$ cat src/rtl/axi_lite_pkg.sv
// Shared types for the AXI-Lite write arbiter: response codes and arbiter FSM states.
package axi_lite_pkg;

   localparam int unsigned RESP_WIDTH = 2;

   typedef enum logic [1:0] {
      RESP_OKAY   = 2'b00,
      RESP_EXOKAY = 2'b01,
      RESP_SLVERR = 2'b10,
      RESP_DECERR = 2'b11
   } resp_t;

   typedef enum logic [1:0] {
      ST_IDLE = 2'b00,
      ST_XFER = 2'b01,
      ST_RESP = 2'b10
   } arb_state_t;

endpackage

$ cat src/rtl/rr_arbiter.sv
// Combinational round-robin pick: first requester at or after (last_grant+1) mod NUM_REQ.
module rr_arbiter #(
   parameter int unsigned NUM_REQ     = 4,
   parameter int unsigned GRANT_WIDTH = 2
) (
   input  logic [NUM_REQ-1:0]     req,
   input  logic [GRANT_WIDTH-1:0] last_grant,
   output logic [GRANT_WIDTH-1:0] grant,
   output logic                   valid
);

   logic [GRANT_WIDTH-1:0] cand;

   // Walk the ring from farthest to nearest so the nearest requester wins last.
   always_comb begin
      grant = '0;
      valid = 1'b0;
      cand  = '0;
      for (int k = int'(NUM_REQ); k >= 1; k--) begin
         cand = GRANT_WIDTH'((int'(last_grant) + k) % int'(NUM_REQ));
         if (req[cand]) begin
            grant = cand;
            valid = 1'b1;
         end
      end
   end

endmodule

$ cat src/rtl/axi_lite_wr_arbiter.sv
// Round-robin arbiter sharing one AXI-Lite write slave among NUM_REQ requesters,
// one complete AW/W/B transaction per grant.
module axi_lite_wr_arbiter
   import axi_lite_pkg::*;
#(
   parameter int unsigned ADDR_WIDTH = 32,
   parameter int unsigned DATA_WIDTH = 32,
   parameter int unsigned NUM_REQ    = 4,
   parameter int unsigned STRB_WIDTH = DATA_WIDTH / 8
) (
   input  logic                               clk,
   input  logic                               rst,
   input  logic [NUM_REQ*ADDR_WIDTH-1:0]      s_awaddr,
   input  logic [NUM_REQ-1:0]                 s_awvalid,
   output logic [NUM_REQ-1:0]                 s_awready,
   input  logic [NUM_REQ*DATA_WIDTH-1:0]      s_wdata,
   input  logic [NUM_REQ*STRB_WIDTH-1:0]      s_wstrb,
   input  logic [NUM_REQ-1:0]                 s_wvalid,
   output logic [NUM_REQ-1:0]                 s_wready,
   output logic [NUM_REQ-1:0]                 s_bvalid,
   output logic [NUM_REQ*RESP_WIDTH-1:0]      s_bresp,
   input  logic [NUM_REQ-1:0]                 s_bready,
   output logic [ADDR_WIDTH-1:0]              m_awaddr,
   output logic                               m_awvalid,
   input  logic                               m_awready,
   output logic [DATA_WIDTH-1:0]              m_wdata,
   output logic [STRB_WIDTH-1:0]              m_wstrb,
   output logic                               m_wvalid,
   input  logic                               m_wready,
   input  logic                               m_bvalid,
   input  logic [RESP_WIDTH-1:0]              m_bresp,
   output logic                               m_bready,
   output logic [$clog2(NUM_REQ)-1:0]         grant_id,
   output logic                               busy
);

   localparam int unsigned GW = $clog2(NUM_REQ);

   arb_state_t    state, state_nxt;
   logic [GW-1:0] grant_q, last_grant, arb_grant;
   logic          arb_valid;
   logic          aw_done, w_done;
   logic          aw_hs, w_hs, b_hs;

   rr_arbiter #(
      .NUM_REQ     (NUM_REQ),
      .GRANT_WIDTH (GW)
   ) u_rr (
      .req        (s_awvalid),
      .last_grant (last_grant),
      .grant      (arb_grant),
      .valid      (arb_valid)
   );

   // State register
   always_ff @(posedge clk or negedge rst) begin
      if (!rst) state <= ST_IDLE;
      else      state <= state_nxt;
   end

   // Next-state logic; RESP is entered on the edge that completes the second channel
   always_comb begin
      state_nxt = state;
      case (state)
         ST_IDLE: if (arb_valid)                                  state_nxt = ST_XFER;
         ST_XFER: if ((aw_done || aw_hs) && (w_done || w_hs))     state_nxt = ST_RESP;
         ST_RESP: if (b_hs)                                       state_nxt = ST_IDLE;
         default:                                                 state_nxt = ST_IDLE;
      endcase
   end

   // Channel muxing: only the owner is connected, and only in the phase it belongs to
   always_comb begin
      m_awaddr  = '0;
      m_awvalid = 1'b0;
      m_wdata   = '0;
      m_wstrb   = '0;
      m_wvalid  = 1'b0;
      m_bready  = 1'b0;
      s_awready = '0;
      s_wready  = '0;
      s_bvalid  = '0;
      s_bresp   = '0;
      aw_hs     = 1'b0;
      w_hs      = 1'b0;
      b_hs      = 1'b0;
      case (state)
         ST_XFER: begin
            m_awaddr           = s_awaddr[int'(grant_q)*ADDR_WIDTH +: ADDR_WIDTH];
            m_awvalid          = s_awvalid[grant_q] & ~aw_done;
            s_awready[grant_q] = m_awready & ~aw_done;
            m_wdata            = s_wdata[int'(grant_q)*DATA_WIDTH +: DATA_WIDTH];
            m_wstrb            = s_wstrb[int'(grant_q)*STRB_WIDTH +: STRB_WIDTH];
            m_wvalid           = s_wvalid[grant_q] & ~w_done;
            s_wready[grant_q]  = m_wready & ~w_done;
            aw_hs              = m_awvalid & m_awready;
            w_hs               = m_wvalid & m_wready;
         end
         ST_RESP: begin
            m_bready                                       = s_bready[grant_q];
            s_bvalid[grant_q]                              = m_bvalid;
            s_bresp[int'(grant_q)*RESP_WIDTH +: RESP_WIDTH] = m_bresp;
            b_hs                                           = m_bvalid & s_bready[grant_q];
         end
         default: ;
      endcase
   end

   // Grant, round-robin pointer, per-channel completion flags and busy
   always_ff @(posedge clk or negedge rst) begin
      if (!rst) begin
         grant_q    <= '0;
         last_grant <= GW'(NUM_REQ - 1);
         aw_done    <= 1'b0;
         w_done     <= 1'b0;
         busy       <= 1'b0;
      end else begin
         case (state)
            ST_IDLE: if (arb_valid) begin
               grant_q <= arb_grant;
               busy    <= 1'b1;
            end
            ST_XFER: begin
               if (aw_hs) aw_done <= 1'b1;
               if (w_hs)  w_done  <= 1'b1;
            end
            ST_RESP: if (b_hs) begin
               last_grant <= grant_q;
               aw_done    <= 1'b0;
               w_done     <= 1'b0;
               busy       <= 1'b0;
            end
            default: ;
         endcase
      end
   end

   assign grant_id = grant_q;

endmodule

$ cat config.mk
export PLATFORM = sky130hd
export DESIGN_NAME = axi_lite_wr_arbiter
export DESIGN_NICKNAME = d
export VERILOG_FILES = /design/src/rtl/axi_lite_pkg.sv /design/src/rtl/rr_arbiter.sv /design/src/rtl/axi_lite_wr_arbiter.sv
export SDC_FILE = /design/constraint.sdc
export NUM_CORES = 1
export LEC_CHECK = 0
export ABC_AREA = 1
export BUFFER_PORTS_ARGS = -buffer_cell sky130_fd_sc_hd__buf_2
export CORE_AREA = 3 3 151 153
export CTS_CLUSTER_DIAMETER = 100
export DETAILED_ROUTE_END_ITERATION = 6
export DIE_AREA = 0 0 154 156
export SLEW_MARGIN = 40
export SYNTH_ARGS = -nofsm -noshare
export SYNTH_HDL_FRONTEND = slang
export SYNTH_SLANG_ARGS = --single-unit
$ cat constraint.sdc
create_clock -name clk -period 1.75 [get_ports clk]
set_input_delay 0.2625 -clock clk [delete_from_list [all_inputs] [get_ports clk]]
set_output_delay 0.2625 -clock clk [all_outputs]
set_load 0.01 [all_outputs]
# Yosys cells after proc, flatten, opt, wreduce, memory -nomap -nowiden
# Index checks and enable logic that the tools add are counted.
dict set report word_totals {
  reg_bits 9
  input_bits 291
  output_inout_bits 94
}
dict set report classes {
  add_sub_neg 5
  n_lt_le_gt_ge 6
  n_eq_ne 7
  shift 5
  mux 48
  bitwise 13
  n_reduce_logical 13
}
# op n
set op_table {}
lappend op_table {{variable part select 128 x 8 -> 32 bit} 2}
lappend op_table {{two-way mux 32 bit} 2}
lappend op_table {{negator 3 -> 34 bit} 1}
lappend op_table {{variable shift 2 x 34 -> 8 bit (first input constant)} 1}
lappend op_table {{variable part select 2 x 34 -> 8 bit} 1}
lappend op_table {{two-way mux 1 bit} 22}
lappend op_table {{two-way mux 4 bit} 4}
lappend op_table {{variable part select 16 x 5 -> 4 bit} 1}
lappend op_table {{less-than comparator 2 x 3 -> 1 bit (second input constant)} 5}
lappend op_table {{binary-select mux 1 bit (select 2 bit)} 7}
lappend op_table {{two-way mux 2 bit} 7}
lappend op_table {{AND 4 bit} 3}
lappend op_table {{AND reduction 3 bit} 4}
lappend op_table {{!= test 2 bit (second input constant)} 5}
lappend op_table {{AND 8 bit} 1}
lappend op_table {{two-way mux 8 bit} 1}
lappend op_table {{AND 1 bit} 7}
lappend op_table {{case mux 1 bit (2 select lines)} 3}
lappend op_table {{case mux 2 bit (3 select lines)} 1}
lappend op_table {{adder 2 x 1 -> 2 bit (second input constant)} 2}
lappend op_table {{adder 2 bit (second input constant)} 2}
lappend op_table {{AND reduction 2 bit} 2}
lappend op_table {{nonzero test 2 bit} 2}
lappend op_table {{demux 1 bit (select 2 bit)} 1}
lappend op_table {{7 further kinds} 10}

# Longest topological paths before layout
dict set report depth {
  word_depth 9
  ltp_mapped 11
  depth_no_buf 10
}

# Cells and area by module
# Synthesis repeated with hierarchy kept, for this count alone.
dict set report hier_totals {
  hier_cells 701
  hier_area_um2 3368.2
}
# module instances cells_per_inst area_each_um2
set by_module_without_submodules {}
lappend by_module_without_submodules {axi_lite_wr_arbiter 1 652 3141.8}
lappend by_module_without_submodules {rr_arbiter 1 49 226.5}

# Worst setup path after synthesis
# No wires, ideal clock.
dict set report synth_timing {
  path_kind {reg2out}
  start {register grant_q[0] (netlist: grant_id[0])}
  end {output port s_bresp[0]}
  arrival_time_ns 1.832
  path_slack_ns -0.345
  path_stages_with_launch 9
  path_buffers 3
  path_cell_list {dfrtp_1 -> inv_2 -> buf_6 -> buf_6 -> buf_2 -> ha_1 -> inv_1 -> nand3_1 -> nor4_1}
}
dict set report synth_via {
  elab_chain_len 4
  word_cells_on_any_way 5
}
# item line
set synth_lines {}
lappend synth_lines {{from (decl)} axi_lite_wr_arbiter.sv:40} ;# logic [GW-1:0] grant_q, last_grant, arb_grant;
lappend synth_lines {{from (signal assigned)} axi_lite_wr_arbiter.sv:120} ;# grant_q <= arb_grant;
lappend synth_lines {{negator 3 -> 34 bit *} axi_lite_wr_arbiter.sv:102} ;# s_bresp[int'(grant_q)*RESP_WIDTH +: RESP_WIDTH] = m_bresp;
lappend synth_lines {{variable part select 2 x 34 -> 8 bit / variable shift 2 x 34 -> 8 bit (equally long branches)} axi_lite_wr_arbiter.sv:102}
lappend synth_lines {{AND 8 bit (no line) *} --}
lappend synth_lines {{two-way mux 8 bit *} axi_lite_wr_arbiter.sv:87} ;# case (state)
lappend synth_lines {{to (decl)} axi_lite_wr_arbiter.sv:21} ;# output logic [NUM_REQ*RESP_WIDTH-1:0] s_bresp,
# Mark *: on every way between the ends. The rest lies on a longest branch, timed or not.

# Worst setup path after layout
dict set report layout_timing {
  start {register grant_q[0] (netlist: grant_id[0])}
  end {output port m_awaddr[0]}
}
dict set report layout_via {
  elab_chain_len 2
}
# item line
set layout_lines {}
lappend layout_lines {{variable part select 128 x 8 -> 32 bit} axi_lite_wr_arbiter.sv:89} ;# m_awaddr = s_awaddr[int'(grant_q)*ADDR_WIDTH +: ADDR_WIDTH];
lappend layout_lines {{two-way mux 32 bit} axi_lite_wr_arbiter.sv:87}
lappend layout_lines {{to (decl)} axi_lite_wr_arbiter.sv:23} ;# output logic [ADDR_WIDTH-1:0] m_awaddr,
# Every way passes these cells.

==> qor.csv <==
stage;metric;value;unit
yosys;Avg Inst Size Synth;4.614;um2
worst_setup_path;CP Class;flip-flop to output port;
yosys;Yosys top cell area share;33.81;%
timing;Final period util;115.9;%
worst_hold_path;worst hold path class;input port to flip-flop;
clock_tree;clk sinks;9;
power;Leak Pwr;3.432;nW
yosys;#FFs+latches synth;9;
routing;vias per inst;4.527;
floorplan;Die Ht;156;um
yosys;Async S/R FF share, synth;100.0;%
power;Max VDD drop;0.7447;mV
routing;DRT antenna net count;0;
timing;Rel. slew slack;73.83;%
global_route;first-pass GRT wire length;28950;um
worst_setup_path;critical-path cell list;buf_12 > buf_6 > buf_12 > nor2_1 > nor2_1 > o21ai_0 > a21oi_1 > buf_2;
global_route;met2 GRT Util;25.46;%
worst_setup_path;critical path's slowest cell;dfrtp_4;
power;pwr dens;1666;nW/um2
global_route;initial antenna violation count;1;
timing;final worst path period need;2.028;ns
timing;worst-margin pin slew;0.3884;ns
yosys;synthesized cell area;3253;um2
timing;fin worst setup slack;-0.2775;ns
global_route;largest net degree at the start of global routing;70;
floorplan;Ports;385;
flow_run;max cap viols;0;
cells_and_area;filler cell count;2425;
timing;Final Skew;0.001855;ns
timing;Final Hold Fails;0;
run_status;status;complete, but fails checks;
global_route;M3 GR Usage;2.219;%
cells_and_area;Util after Layout;30.65;%
worst_setup_path;Req. time, crit path;1.49;ns
global_route;grt met1 use;18.90;%
routing;routed len/inst;15.53;um
yosys;Yosys cell types;21;
timing;maximum clock frequency;493.2;MHz
timing;final setup vio count;92;
floorplan;row count;54;
cells_and_area;nets;1394;
timing;Final Max Tran Viols;0;
placement;detailed placement HPWL;15190;um
global_route;vias in the first global route;5671;
placement;Port-buffer cells;384;
clock_tree;clock buffer depth;2;
routing;DRC viols;0;
worst_setup_path;Crit path largest cell delay;0.53;ns
clock_tree;CTS H-Tree Depth;1;
routing;via count;6234;
global_route;total gr overflow;0;
global_route;Tot GR Track Use;14.57;%
clock_tree;Clock transition at path regs;0.04;ns
placement;Placed Cells;1345;
yosys;most frequent cell after synthesis;nor2_1;
floorplan;initial core utilization;15.00;%
routing;DRT Pass-1 Iters;5;
clock_tree;CTS buffer count;3;
clock_tree;TritonCTS clock tree;built;
run_status;violated checks;negative setup slack;
worst_setup_path;crit-path max FO;12;
clock_tree;CTS Root Cell;clkbuf_16;
yosys;Yosys top cell by area;nor2_1;
yosys;Synth Flop Type;dfrtp_1;
yosys;post-synthesis cell count;705;
worst_setup_path;R2R setup slack;-0.05;ns
global_route;global routing's busiest layer;met2;
cells_and_area;fraction of layout cells with a size suffix above 1;48.31;%
cells_and_area;Antenna Cells;0;
yosys;syn_nets;1001;
floorplan;die area;24020;um2
worst_setup_path;worst path arrival time;1.77;ns
placement;RePlAce Congestion;0.8903;
yosys;warnings from Yosys;0;
floorplan;Core Area;21690;um2
cells_and_area;synth-to-layout area growth;104.3;%
clock_tree;worst skew pair latency;0.24;ns
cells_and_area;Post-Layout Cell Count;1377;
yosys;Post-synth top cells;nor2_1 (293), o21ai_0 (141), a21oi_1 (73);
floorplan;chip width;154;um
yosys;Area contributors post-synth;nor2_1 (34%), o21ai_0 (22%), a21oi_1 (11%);
worst_setup_path;Worst Setup Start Kind;flip-flop;
yosys;Post-synth EDFFs;0;
timing;unrepaired setup endpoints after global routing;yes;
timing;Worst Hold Margin;0.2944;ns
yosys;post-synthesis sequential area ratio;7.000;%
worst_setup_path;Crit. End Element;output port;
routing;DR iter-0 viols;593;
routing;total wire length;21380;um
==> cell families (layout without fill, tap and decap cells) <==
group	Yosys count	in the layout	share of synthesized area, %
AND/OR/NAND/NOR	390	390	46.54
AO/OA/AOI/OAI	215	215	33.19
buffers and inverters	86	478	11.35
adder cells (fa/ha/maj)	5	5	1.923
flip-flops	9	9	7.000
==> flip-flops by register name (all words and copies together), names as in the netlist <==
name,cells
busy,1
grant_id,2
w_done,1
state,2
aw_done,1
last_grant,2
==> routing by layer <==
metal / up-vias / wire (um)
met5: - / 7
met4: 2 / 410
met3: 26 / 1723
met2: 351 / 10480
met1: 2779 / 8757
li1: 3076 / -
==> metrics by stage <==
stage	power, mW	setup TNS, ns	instance area (um2)	setup slack [ns]
global placement	8.432	-0.1086	5753	-0.08748
CTS	9.566	-13.30	6065	-0.2419
global route	12.14	-22.16	6646	-0.3356
detailed placement	8.496	-0.1077	5753	-0.08791
finish	11.07	-14.36	6646	-0.2775
floorplan	5.418	-0.1862	3342	-0.09327
==> placed cells by master (no fill, tap or decap), types with 2 or more instances in the layout <==
cell	n
a21oi_1	68
a21oi_2	6
buf_12	15
buf_16	5
buf_2	384
buf_4	18
buf_6	12
buf_8	3
clkbuf_16	8
dfrtp_1	5
dfstp_2	2
ha_4	3
inv_1	24
inv_2	2
inv_4	4
nand2_1	63
nand3_1	8
nand3_2	7
nand3_4	2
nor2_1	259
nor2_2	24
nor2_4	11
nor3_2	8
nor3_4	2
nor4_4	2
o21ai_0	73
o21ai_1	62
o21ai_2	6
==> final cells by class <==
cell class | instances | area [um2] | area share [%]
clock buffers | 4 | 78.83 | 1.186
flip-flops and latches | 9 | 232.7 | 3.502
inverters | 31 | 138.9 | 2.090
well taps | 280 | 350.3 | 5.271
multi-input cells | 610 | 3035 | 45.67
repair buffers | 443 | 2810 | 42.28
==> critical path, delay by kind of cell (launching register included) <==
family	cells	cell delay, ns
flip-flops	1	0.53
AND/OR/NAND/NOR	2	0.14
AO/OA/AOI/OAI	2	0.27
buffers and inverters	4	0.56
==> power by group <==
group	total, mW	internal [mW]	switching [mW]
registers	0.506	0.346	0.160
clock network	0.408	0.305	0.103
logic	10.2	4.37	5.79
==> timing repair <==
item	4_1_cts	5_1_grt
buffers inserted	4	13
endpoints found under the setup margin	91	97
cloned	3	8
endpoints found under the hold margin	7	0
resized for setup	31	153
pin swaps	4	32
hold buffers	1	0
==> final timing paths <==
kind	startpoint	endpoint	cells past startpoint
worst max-delay path	grant_id[0]	m_awaddr[0]	8
worst min-delay path	m_wready	w_done	3
worst max register to register	grant_id[0]	state[1]	12
worst min register to register	busy	busy	2
max in group asynchronous	rst	last_grant[1]	2
min in group asynchronous	rst	state[0]	2
No activity file was read; power rests on OpenSTA's default activity.
